File: config.mk
export PLATFORM = sky130hd
export DESIGN_NAME = clint_timer_flat
export DESIGN_NICKNAME = d
export VERILOG_FILES = /design/src/rtl/clint_timer_pkg.sv /design/src/rtl/clint_timer_if.sv /design/src/rtl/clint_prescaler.sv /design/src/rtl/clint_timer.sv /design/src/flat_wrapper.sv
export SDC_FILE = /design/constraint.sdc
export NUM_CORES = 1
export LEC_CHECK = 0
export ABC_AREA = 1
export CAP_MARGIN = 20
export CORE_MARGIN = 5
export CORE_UTILIZATION = 35
export CTS_CLUSTER_DIAMETER = 100
export DETAILED_ROUTE_END_ITERATION = 10
export HOLD_SLACK_MARGIN = 0.05
export PLACE_DENSITY = 0.64
export SETUP_SLACK_MARGIN = 0.02
export SLEW_MARGIN = 20
export SYNTH_ARGS = -nofsm -noshare
export SYNTH_HDL_FRONTEND = slang
export SYNTH_SLANG_ARGS = --single-unit
File: constraint.sdc
create_clock -name clk -period 2.3 [get_ports clk]
set_clock_uncertainty 0.1 [all_clocks]
set_input_delay 0.345 -clock clk [delete_from_list [all_inputs] [get_ports clk]]
set_output_delay 0.345 -clock clk [all_outputs]
set_load 0.05 [all_outputs]
File: src/rtl/clint_timer_pkg.sv
// Shared bus widths, CLINT register offsets and helpers for the machine timer block.
package clint_timer_pkg;
    localparam int BUS_AW = 64;
    localparam int BUS_DW = 64;
    localparam int BUS_SW = BUS_DW / 8;

    localparam logic [15:0] CLINT_MSIP_OFS     = 16'h0000;
    localparam logic [15:0] CLINT_MTIMECMP_OFS = 16'h4000;
    localparam logic [15:0] CLINT_MTIME_OFS    = 16'hBFF8;
    localparam logic [63:0] CLINT_WIN_MASK     = 64'h0000_0000_0000_FFFF;

    typedef enum logic {ST_IDLE, ST_RESP} bus_state_e;
    typedef enum logic [1:0] {SEL_NONE, SEL_MSIP, SEL_MTIMECMP, SEL_MTIME} reg_sel_e;

    function automatic logic [BUS_DW-1:0] merge_bytes(input logic [BUS_DW-1:0] old_val,
                                                      input logic [BUS_DW-1:0] new_val,
                                                      input logic [BUS_SW-1:0] strb);
        logic [BUS_DW-1:0] r;
        r = old_val;
        for (int i = 0; i < BUS_SW; i++)
            if (strb[i]) r[8*i +: 8] = new_val[8*i +: 8];
        return r;
    endfunction
endpackage

File: src/rtl/clint_timer_if.sv
// Single-outstanding request/response bus shared by SoC slaves.
interface clint_timer_if;
    import clint_timer_pkg::*;

    logic              req_valid;
    logic              req_ready;
    logic              req_wen;
    logic [BUS_AW-1:0] req_addr;
    logic [BUS_DW-1:0] req_wdata;
    logic [BUS_SW-1:0] req_wstrb;
    logic              resp_valid;
    logic              resp_ready;
    logic [BUS_DW-1:0] resp_rdata;
    logic              resp_err;

    modport master (
        output req_valid, req_wen, req_addr, req_wdata, req_wstrb, resp_ready,
        input  req_ready, resp_valid, resp_rdata, resp_err
    );

    modport slave (
        input  req_valid, req_wen, req_addr, req_wdata, req_wstrb, resp_ready,
        output req_ready, resp_valid, resp_rdata, resp_err
    );
endinterface

File: src/rtl/clint_prescaler.sv
// Free-running divider: one-cycle tick every TICK_DIV clocks, untouched by bus traffic.
module clint_prescaler #(
    parameter int unsigned TICK_DIV = 1
) (
    input  logic clk,
    input  logic rst_n,
    output logic tick
);
    localparam int CW = $clog2(TICK_DIV) + 1;
    localparam logic [CW-1:0] LAST = CW'(TICK_DIV - 1);

    logic [CW-1:0] cnt;

    assign tick = (cnt == LAST);

    always_ff @(posedge clk) begin
        if (!rst_n)    cnt <= '0;
        else if (tick) cnt <= '0;
        else           cnt <= cnt + CW'(1);
    end
endmodule

File: src/rtl/clint_timer.sv
// Machine timer / software interrupt source: msip, mtimecmp and mtime behind a
// single-outstanding bus slave, driving level interrupt lines into the core.
module clint_timer
    import clint_timer_pkg::*;
#(
    parameter logic [63:0] BASE_ADDR = 64'h0200_0000,
    parameter int unsigned TICK_DIV  = 1
) (
    input  logic         clk,
    input  logic         rst_n,
    clint_timer_if.slave bus,
    output logic         timer_int_o,
    output logic         soft_int_o
);
    bus_state_e        state, state_nxt;
    reg_sel_e          sel;
    logic              tick, accept, wr, req_ready, resp_valid;
    logic              msip, err_q;
    logic [15:0]       ofs;
    logic [BUS_DW-1:0] mtime, mtimecmp, mtime_base, mtime_nxt, rd_val, rdata_q;

    clint_prescaler #(.TICK_DIV(TICK_DIV)) u_presc (
        .clk  (clk),
        .rst_n(rst_n),
        .tick (tick)
    );

    assign ofs    = {bus.req_addr[15:3], 3'b000};
    assign accept = (state == ST_IDLE) & bus.req_valid;
    assign wr     = accept & bus.req_wen;

    always_comb begin
        sel = SEL_NONE;
        if ((bus.req_addr & ~CLINT_WIN_MASK) == BASE_ADDR) begin
            case (ofs)
                CLINT_MSIP_OFS:     sel = SEL_MSIP;
                CLINT_MTIMECMP_OFS: sel = SEL_MTIMECMP;
                CLINT_MTIME_OFS:    sel = SEL_MTIME;
                default:            sel = SEL_NONE;
            endcase
        end
    end

    always_comb begin
        rd_val = '0;
        case (sel)
            SEL_MSIP:     rd_val = {63'b0, msip};
            SEL_MTIMECMP: rd_val = mtimecmp;
            SEL_MTIME:    rd_val = mtime;
            default:      rd_val = '0;
        endcase
    end

    // Written bytes override the tick; unwritten bytes still see the increment.
    always_comb begin
        mtime_base = tick ? mtime + 64'd1 : mtime;
        mtime_nxt  = mtime_base;
        if (wr && sel == SEL_MTIME)
            mtime_nxt = merge_bytes(mtime_base, bus.req_wdata, bus.req_wstrb);
    end

    always_ff @(posedge clk) begin
        if (!rst_n) begin
            mtime       <= '0;
            mtimecmp    <= '1;
            msip        <= 1'b0;
            timer_int_o <= 1'b0;
            rdata_q     <= '0;
            err_q       <= 1'b0;
        end else begin
            mtime       <= mtime_nxt;
            timer_int_o <= (mtime >= mtimecmp);
            if (wr && sel == SEL_MTIMECMP)
                mtimecmp <= merge_bytes(mtimecmp, bus.req_wdata, bus.req_wstrb);
            if (wr && sel == SEL_MSIP && bus.req_wstrb[0])
                msip <= bus.req_wdata[0];
            if (accept) begin
                rdata_q <= bus.req_wen ? '0 : rd_val;
                err_q   <= (sel == SEL_NONE);
            end
        end
    end

    always_ff @(posedge clk) begin
        if (!rst_n) state <= ST_IDLE;
        else        state <= state_nxt;
    end

    always_comb begin
        state_nxt  = state;
        req_ready  = 1'b0;
        resp_valid = 1'b0;
        case (state)
            ST_IDLE: begin
                req_ready = 1'b1;
                if (bus.req_valid) state_nxt = ST_RESP;
            end
            ST_RESP: begin
                resp_valid = 1'b1;
                if (bus.resp_ready) state_nxt = ST_IDLE;
            end
            default: state_nxt = ST_IDLE;
        endcase
    end

    assign bus.req_ready  = req_ready;
    assign bus.resp_valid = resp_valid;
    assign bus.resp_rdata = rdata_q;
    assign bus.resp_err   = err_q;
    assign soft_int_o     = msip;
endmodule

File: src/flat_wrapper.sv
// flat-port wrapper written by rule: the top's interface ports become plain ports
module clint_timer_flat import clint_timer_pkg::*;
#(
    parameter logic [63:0] BASE_ADDR = 64'h0200_0000,
    parameter int unsigned TICK_DIV  = 1
)
  (clk, rst_n, timer_int_o, soft_int_o, bus_req_valid, bus_req_wen, bus_req_addr, bus_req_wdata, bus_req_wstrb, bus_resp_ready, bus_req_ready, bus_resp_valid, bus_resp_rdata, bus_resp_err);
  clint_timer_if bus_i ();
  input  logic clk;
  input  logic rst_n;
  output logic timer_int_o;
  output logic soft_int_o;
  input wire logic [$bits(bus_i.req_valid)-1:0] bus_req_valid;
  input wire logic [$bits(bus_i.req_wen)-1:0] bus_req_wen;
  input wire logic [$bits(bus_i.req_addr)-1:0] bus_req_addr;
  input wire logic [$bits(bus_i.req_wdata)-1:0] bus_req_wdata;
  input wire logic [$bits(bus_i.req_wstrb)-1:0] bus_req_wstrb;
  input wire logic [$bits(bus_i.resp_ready)-1:0] bus_resp_ready;
  output wire logic [$bits(bus_i.req_ready)-1:0] bus_req_ready;
  output wire logic [$bits(bus_i.resp_valid)-1:0] bus_resp_valid;
  output wire logic [$bits(bus_i.resp_rdata)-1:0] bus_resp_rdata;
  output wire logic [$bits(bus_i.resp_err)-1:0] bus_resp_err;
  assign bus_i.req_valid = bus_req_valid;
  assign bus_i.req_wen = bus_req_wen;
  assign bus_i.req_addr = bus_req_addr;
  assign bus_i.req_wdata = bus_req_wdata;
  assign bus_i.req_wstrb = bus_req_wstrb;
  assign bus_i.resp_ready = bus_resp_ready;
  assign bus_req_ready = bus_i.req_ready;
  assign bus_resp_valid = bus_i.resp_valid;
  assign bus_resp_rdata = bus_i.resp_rdata;
  assign bus_resp_err = bus_i.resp_err;
  clint_timer #(.BASE_ADDR(BASE_ADDR), .TICK_DIV(TICK_DIV)) u_core (.clk(clk), .rst_n(rst_n), .bus(bus_i), .timer_int_o(timer_int_o), .soft_int_o(soft_int_o));
endmodule
Word level (Yosys, flattened, before mapping):

Cells that the tools add are included.

* output and inout port bits: 69
* logic and storage cells: 61
* flip-flop bits (word level): 197
* input bits: 141

* muxes and demuxes: 19
* bitwise gates (word level): 3
* reduce and logical (&&, ||, !) cells: 15
* equality and inequality tests: 6
* add/subtract/negate cells: 2
* $lt $le $gt $ge: 1

Operators with widths (number)
* 64-bit two-way mux: 3
* 64-bit case mux with 3 select lines: 1
* 64-bit by 1-bit adder with 64-bit output, second input constant: 1
* 64-bit >= comparator: 1
* 8-bit two-way mux: 8
* 48-bit by 10-bit == test with 1-bit output, second input constant: 1
* 2-bit AND reduction: 9
* 16-bit logical NOT: 1
* 13-bit by 12-bit == test with 1-bit output, second input constant: 1
* 13-bit == test, second input constant: 1
* 2-bit case mux with 3 select lines: 1
* 2-bit == test, second input constant: 2
* 1-bit logical AND: 4
* 1-bit two-way mux: 4
* 1-bit AND: 2
* 2-bit by 1-bit == test with 1-bit output, second input constant: 1
* 2-bit logical NOT: 1
* 2-bit two-way mux: 1
* 1-bit case mux with 2 select lines: 1
* 1-bit adder, second input constant: 1
* 1-bit NOT: 1

Longest topological paths before layout:

Gate-level depths: netlist of the first run.

* depth after elaboration: 6
* depth in mapped cells: 15
* gate-level depth less buffers: 15

Modules after synthesis:

From an unflattened synthesis of the first run, not the netlist that was laid out.

* cells, all modules: 2010
* area, all modules: 12398.1 um^2

Modules (own cells, without submodules)
* clint_timer: area an instance 12370.6 um^2, cells an instance 2007, seq. area each 3923.8 um^2, times used 1
* clint_prescaler: area an instance 27.5 um^2, cells an instance 3, seq. area each 20.0 um^2, times used 1

Worst setup path before layout of the first run:

Ideal clock, no wire load.

* path type: flip-flop to flip-flop
* start point: register u_core.state
* end point: register u_core.mtime[63]
* data arrival time: 2.021 ns
* stages on the path, launching flop included: 10
* required time: 2.088 ns
* library setup time: 0.112 ns
* path buffers: 1
* period minus slack after synthesis: 2.233 ns
* slack: 0.067 ns
* path through: dfxtp_1 -> inv_2 -> nand2_1 -> nor2_2 -> buf_2 -> inv_1 -> nor3_2 -> nand3_1 -> nand2_1 -> nor2_1

* cells in the longest elaborated chain, start to end: 5

Ends and longest elaborated chain
* start, declared: RTL line clint_timer.sv:15 `bus_state_e state, state_nxt;`
* start signal, assigned: RTL line clint_timer.sv:86 `else state <= state_nxt;`
* 1-bit NOT: RTL line clint_timer.sv:29 `assign accept = (state == ST_IDLE) & bus.req_valid;`
* 1-bit AND: RTL line clint_timer.sv:29
* 1-bit AND: RTL line clint_timer.sv:30 `assign wr = accept & bus.req_wen;`
* 1-bit logical AND: RTL line clint_timer.sv:58 `if (wr && sel == SEL_MTIME)`
* 64-bit two-way mux: RTL line clint_timer.sv:58
* end signal, assigned: RTL line clint_timer.sv:71 `mtime <= mtime_nxt;`
* end, declared: RTL line clint_timer.sv:20 `logic [BUS_DW-1:0] mtime, mtimecmp, mtime_base, mtime_nxt, rd_val, rdata_q;`

Every way passes these cells.
A chain may end at the register's enable or synchronous reset.

Final worst setup path of the first run:

* start point: register u_core.mtime[28]
* end point: register u_core.mtime[49]

* cells in the longest elaborated chain, start to end: 4

Ends and longest elaborated chain
* 64-bit by 1-bit adder with 64-bit output (*): RTL line clint_timer.sv:56 `mtime_base = tick ? mtime + 64'd1 : mtime;`
* 64-bit two-way mux (*): RTL line clint_timer.sv:56
* 8-bit two-way mux: RTL line clint_timer_pkg.sv:21 `if (strb[i]) r[8*i +: 8] = new_val[8*i +: 8];`
* 64-bit two-way mux (*): RTL line clint_timer.sv:58

Every way passes the cells marked *; elsewhere a longest branch is shown, timed or not.

==> impl_metrics.csv, run 1 <==
group,metric,value,unit
run_status,status,"complete, no violations",
logic_synthesis,synth.area.top_cells,"dfxtp_1 31%, nand2_1 24%, nor2_1 7.1%, inv_1 6.5%, ha_1 6.4%",
cts,clk_latency,460,ps
setup_path,crit_path_start,"u_core.mtime[28]",
timing,worst_pin_slew,570,ps
floorplanning,die-area,0.0400,mm2
floorplanning,die_x,200,um
global_route,grt_start_max_net_pins,45,
setup_path,worst-setup-path-type,"flip-flop to flip-flop",
drt,drt.antenna.violating_nets,0,
setup_path,r2r_start,"u_core.mtime[28]",
logic_synthesis,yosysWarningCount,0,
timing,timing.hold.ws,217,ps
setup_path,critPathCaptureType,"flip-flop",
logic_synthesis,synth_top_area_cell,"dfxtp_1",
drt,wl_per_cell,14.7,um
logic_synthesis,yosysMostFrequentCell,"nand2_1",
logic_synthesis,syn_area,0.0127,mm2
timing,period_share,93.9,%
timing,slew_headroom,61.9,%
setup_path,start_kind,"flip-flop",
logic_synthesis,async_flop_share,0,%
place,dpl_cell_area,0.0162,mm2
place,io_buffer_count,206,
place,dpl.hpwl,33600,um
power,p_total,7.13,mW
run,maxCapViolations,0,
setup_path,r2r_cells,12,
power,ir_drop,0.503,mV
timing,slew_violations,0,
floorplanning,row_count,69,
cts,clk_pin_slew_worst_paths,80,ps
timing,finalHoldViolCount,0,
logic_synthesis,synth-edff-count,0,
global_route,first_global_vias,13600,
power,leakage,8.39,nW
global_route,antenna_found_initial,0,
cts,cts_tree,"yes",
finish,diodes,0,
cts,cts.htree.levels,4,
logic_synthesis,synth_cell_types,40,
finish,areaGrowthSynthToFinish,34.3,%
logic_synthesis,avgSynthCellArea,6.08,um2
timing,setup_viol,0,
floorplanning,start_util,35.5,%
global_route,grt-ovfl-total,0,
logic_synthesis,synth_ff_type,"dfxtp_1",
drt,drc_errors,0,
cts,cts-buffers-inserted,17,
drt,vias,13800,
finish,drive_gt1_share,10.7,%
cts,clockRootBuffer,"clkbuf_16",
cts,cts_sinks,197,
setup_path,worstPathArrival,2410,ps
worst_hold_path,worstHoldStart,"rst_n",
timing,post-route-min-period,2160,ps
global_route,grt_pass1_wl,68400,um
worst_hold_path,hold_path_class,"input pin to flip-flop",
drt,via_per_inst,4.82,
logic_synthesis,syn_inst,2081,
finish,final_area,0.0170,mm2
floorplanning,ios,210,
power,pwr_density_cell,420,mW/mm2
timing,max_freq,463,MHz
finish,post-route-util,47.7,%
drt,drt-initial-drc-count,905,
setup_path,worstPathRequired,2550,ps
drt,finalWirelength,42100,um
drt,first_pass_iters,6,
worst_hold_path,hold_depth,2,
logic_synthesis,seq_area_frac_synth,31.2,%
cts,clockBufferDepth,2,
floorplanning,die_y,200,um
global_route,grtUsageTotal,20.5,%
logic_synthesis,syn_nets,2287,
logic_synthesis,ys_ff_latch,197,
setup_path,rrSetupSlack,140,ps
setup_path,cp_max_fo,6,
finish,fin_nets,2602,
setup_path,r2r_end,"u_core.mtime[49]",
logic_synthesis,synth_top_area_share,31.2,%
floorplanning,coreArea,0.0357,mm2
logic_synthesis,synth_common_cells,"816 x nand2_1, 239 x nor2_1, 220 x inv_1",
worst_hold_path,hold_end,"u_core.mtimecmp[31]",
timing,rsz0062_at_grt,"true",
place,gp_congestion,0.945,
-- registers in the layout, summed over array words and instances (netlist names) --
name and count:
u_core.state 1, u_core.u_presc.cnt 1, u_core.soft_int_o 1, u_core.mtime 64, u_core.bus.resp_err 1, u_core.bus.resp_rdata 64, u_core.timer_int_o 1, u_core.mtimecmp 64
-- report_power, final --
group | switching, mW | internal (mW) | leakage, nW
Sequential | 0.00753 | 3.41 | 1.59
Clock | 1.46 | 1.63 | 0.290
Combinational | 0.314 | 0.315 | 6.50
-- worst max path at each step --
stage,slack [ps],cells after the start,endpoint
2_1_floorplan,70,9,u_core.mtime[63]
3_3_place_gp,-430,13,u_core.mtime[1]
3_5_place_dp,-500,13,u_core.mtime[0]
4_1_cts,60,13,u_core.mtime[0]
5_1_grt,-20,13,u_core.timer_int_o
6_report,140,12,u_core.mtime[49]
-- stage by stage --
step	cells	setup slack, ps	TNS [ps]
after CTS	2860	64.1	0
after global placement	2828	-429	-45630
after floorplan	2081	67.2	0
after global routing	2870	-15.6	-15.6
final	2870	141	0
after detailed placement	2828	-500	-50960
-- layer usage --
metal,vias to the layer above,track usage (%),routed length [um]
li1,7153,-,-
met1,6275,25.9,18900
met2,368,35.6,20000
met3,50,4.51,2480
met4,0,4.97,600
met5,-,0,0
-- final cells by class --
class                           instances  area (um2)
Timing Repair Buffer                  354        3380
Sequential cell                       197        3950
Clock inverter                         15         161
Clock buffer                           17         425
Inverter                              235         885
Tap cell                              461         577
Multi-Input combinational cell       1591        7620
Fill cell                            3701       18700
-- cells in the final DEF, fill, tap and decap left out, drive strengths merged, types with 2 or more instances in the layout --
cell type | Yosys | layout
o21a | 2 | 2
nand3b | 2 | 2
clkdlybuf4s50 | 0 | 204
xnor2 | 9 | 9
a21oi | 109 | 109
nand4 | 42 | 42
nor2 | 257 | 257
bufinv | 0 | 2
inv | 231 | 239
nor4 | 5 | 5
nand3 | 150 | 150
buf | 21 | 147
o21ai | 39 | 39
ha | 65 | 65
dfxtp | 197 | 197
nand2 | 830 | 830
clkbuf | 37 | 19
clkinv | 4 | 8
nor3 | 48 | 48
xor2 | 26 | 26
-- worst max-delay path, stage by stage (launching register included) --
cell and delay (ps):
dfxtp_1 470, inv_1 130, nor3_4 290, inv_1 130, nor2_1 140, nand2_1 70, nor2_1 150, buf_4 160
nand2_1 70, xor2_1 180, nand2_1 70, nand2_1 60, nor2_1 40
-- logic make-up after synthesis --
group                      synth area share, %
other                                   0.0296
AOI/OAI and AO/OA                         6.13
adders and majority gates                 6.43
DFF                                       31.2
and+or+nand+nor                           44.6
buffers and inverters                     9.20
xor gates and xnor gates                  2.42
-- what timing repair did --
action | 4_1_cts | 5_1_grt
hold endpoints to repair | 0 | 0
buffers inserted | 0 | 8
gates resized for setup | 1 | 26
setup endpoints to repair | 4 | 160
hold buffers | 0 | 0
cloned | 0 | 2
pin swaps | 0 | 3
Power figures use the tool's default switching activity.
==> inputs of run 2 (changes only) <==
Settings changed: PLACE_DENSITY 0.64 to 0.67.
Clock period 2.3 ns to 1.8 ns, I/O delays scaled along.
==> run 2 against run 1 <==
  * The run now ends with setup timing left
  * Power increased by 28%
  * Sequential share of layout area decreased by 3.6 points
  * Worst hold slack improved by 91 ps
  * Critical path type unchanged
==> impl_metrics.csv, run 2 (synthesis gave the netlist of run 1 again) <==
group,metric,value,unit
run_status,status,"complete, but fails checks",
run_status,violations,"setup timing",
drt,drt-initial-drc-count,965,
drt,finalWirelength,49400,um
finish,post-route-util,58.2,%
global_route,first_global_vias,15200,
finish,multiInputGateArea,0.00899,mm2
timing,slew_violations,0,
floorplanning,row_count,69,
cts,clockRootBuffer,"clkbuf_16",
timing,rsz0062_at_grt,"true",
setup_path,critical_path.slowest_cell,"dfxtp_2",
timing,slew_headroom,66.6,%
cts,cts_tree,"yes",
setup_path,cpMostUsedCell,"nand4_1",
floorplanning,start_util,35.5,%
power,comb_power_share,10.3,%
setup_path,cp_slowest_stage_delay,350,ps
worst_hold_path,hold_path_class,"input pin to flip-flop",
global_route,grt-ovfl-total,0,
timing,post-route-min-period,2100,ps
setup_path,r2r_cells,12,
power,ir_drop,0.608,mV
setup_path,worstPathArrival,2410,ps
setup_path,start_kind,"flip-flop",
setup_path,crit_family,"simple AND/OR/NAND/NOR gates",
setup_path,worst-setup-path-type,"flip-flop to flip-flop",
global_route,antenna_found_initial,0,
power,p_int,6.62,mW
timing,fin_ws,-303,ps
power,pwr_density_cell,439,mW/mm2
drt,wl_per_cell,15.6,um
power,leakage,10.7,nW
drt,drt.antenna.violating_nets,0,
cts,cts-buffers-inserted,17,
timing,max_freq,476,MHz
setup_path,cp_max_fo,2,
place,io_buffer_count,206,
finish,diodes,0,
global_route,grt_pass1_wl,74800,um
place,gp_congestion,0.941,
finish,drive_gt1_share,37.8,%
power,pwr-share-clk,42.0,%
floorplanning,die_x,200,um
cts,clk_latency,460,ps
floorplanning,die_y,200,um
cts,cts.htree.levels,4,
setup_path,critPathCaptureType,"flip-flop",
cts,clk_pin_slew_worst_paths,80,ps
timing,timing.hold.ws,308,ps
finish,areaGrowthSynthToFinish,63.9,%
finish,fillers,3259,
global_route,grt_start_max_net_pins,68,
run,maxCapViolations,0,
floorplanning,coreArea,0.0357,mm2
global_route,grtUsageTotal,22.4,%
setup_path,path_cells,"inv_1, ha_1, nand2_2, nor3_4, buf_6, nand4_1, nor2_1, buf_4, nand4_1, nand3_1, nand2_1, inv_2",
timing,finalSetupTns,-2780,ps
drt,via_per_inst,4.86,
timing,period_share,117,%
power,swShare,27.3,%
finish,layout_commonest_cell,"nand2_1",
setup_path,worstPathRequired,2110,ps
worst_hold_path,hold_depth,3,
cts,cts_sinks,197,
floorplanning,ios,210,
timing,setup_viol,40,
cts,clockBufferDepth,2,
drt,drc_errors,0,
finish,ff_latch_area,0.00408,mm2
setup_path,cp.depth,12,
drt,vias,15400,
finish,final_cell_mix,"716 x nand2_1, 423 x buf_4, 165 x nor2_1",
timing,finalHoldViolCount,0,
place,dpl.hpwl,34900,um
floorplanning,die-area,0.0400,mm2
power,p_seq_share,47.7,%
timing,worst_pin_slew,500,ps
finish,fin_nets,2891,
drt,first_pass_iters,5,
setup_path,critPathBufInv,4,
power,p_sw,2.48,mW
## run 2: area by class of cell
cell class,instances,area share [%]
Clock inverter,15,0.688
Timing Repair Buffer,641,27.0
Inverter,235,4.48
Multi-Input combinational cell,1593,43.3
Sequential cell,197,19.7
Clock buffer,17,2.05
Tap cell,461,2.78
## run 2: worst paths after layout
check,start,to,slack [ps]
worst min-delay path,bus_req_wdata[63],u_core.mtimecmp[63],310
worst max register to register,u_core.mtimecmp[43],u_core.timer_int_o,-300
worst max-delay path,u_core.mtimecmp[43],u_core.timer_int_o,-300
worst min register to register,u_core.bus.resp_rdata[37],u_core.bus.resp_rdata[37],370
## run 2: metal layers
metal / share of wire, % / global-route usage [%] / vias to the layer above
li1: - / - / 7772
met1: 42 / 27.5 / 7051
met5: 0 / 0 / -
met2: 48 / 39.7 / 452
met4: 2.7 / 6.15 / 0
met3: 6.6 / 5.09 / 85
## run 2: timing repair
item / 4_1_cts / 5_1_grt
hold endpoints to repair: 12 / 0
gates cloned: 3 / 9
resized for setup: 364 / 382
hold buffers: 1 / 0
setup buffers: 74 / 47
setup endpoints to repair: 193 / 190
pin swaps: 158 / 265
## run 2: metrics by stage
| step | cells | worst slack [ps] | power, mW | area (um2) |
|---|---|---|---|---|
| 4_1_cts | 3114 | -318 | 9.13 | 19200 |
| 3_5_place_dp | 3005 | -835 | 5.31 | 17400 |
| 5_1_grt | 3159 | -389 | 9.43 | 20700 |
| 6_report | 3159 | -303 | 9.10 | 20700 |
| 3_3_place_gp | 3005 | -753 | 5.30 | 17400 |
| 2_1_floorplan | 2081 | 2.72 | 4.74 | 12700 |
## run 2: power by group through the flow
stage	logic (mW)	registers (mW)	clock network [mW]
floorplan	0.253	4.49	0
detailed placement	0.842	4.47	0
finish	0.938	4.34	3.82
global route	1.01	4.34	4.09
global placement	0.831	4.47	0
CTS	0.866	4.36	3.91
## run 2: tightest hold or removal path: stages
cell             delay, ps
clkdlybuf4s50_1        420
nand2_1                 70
nand3_1                 60
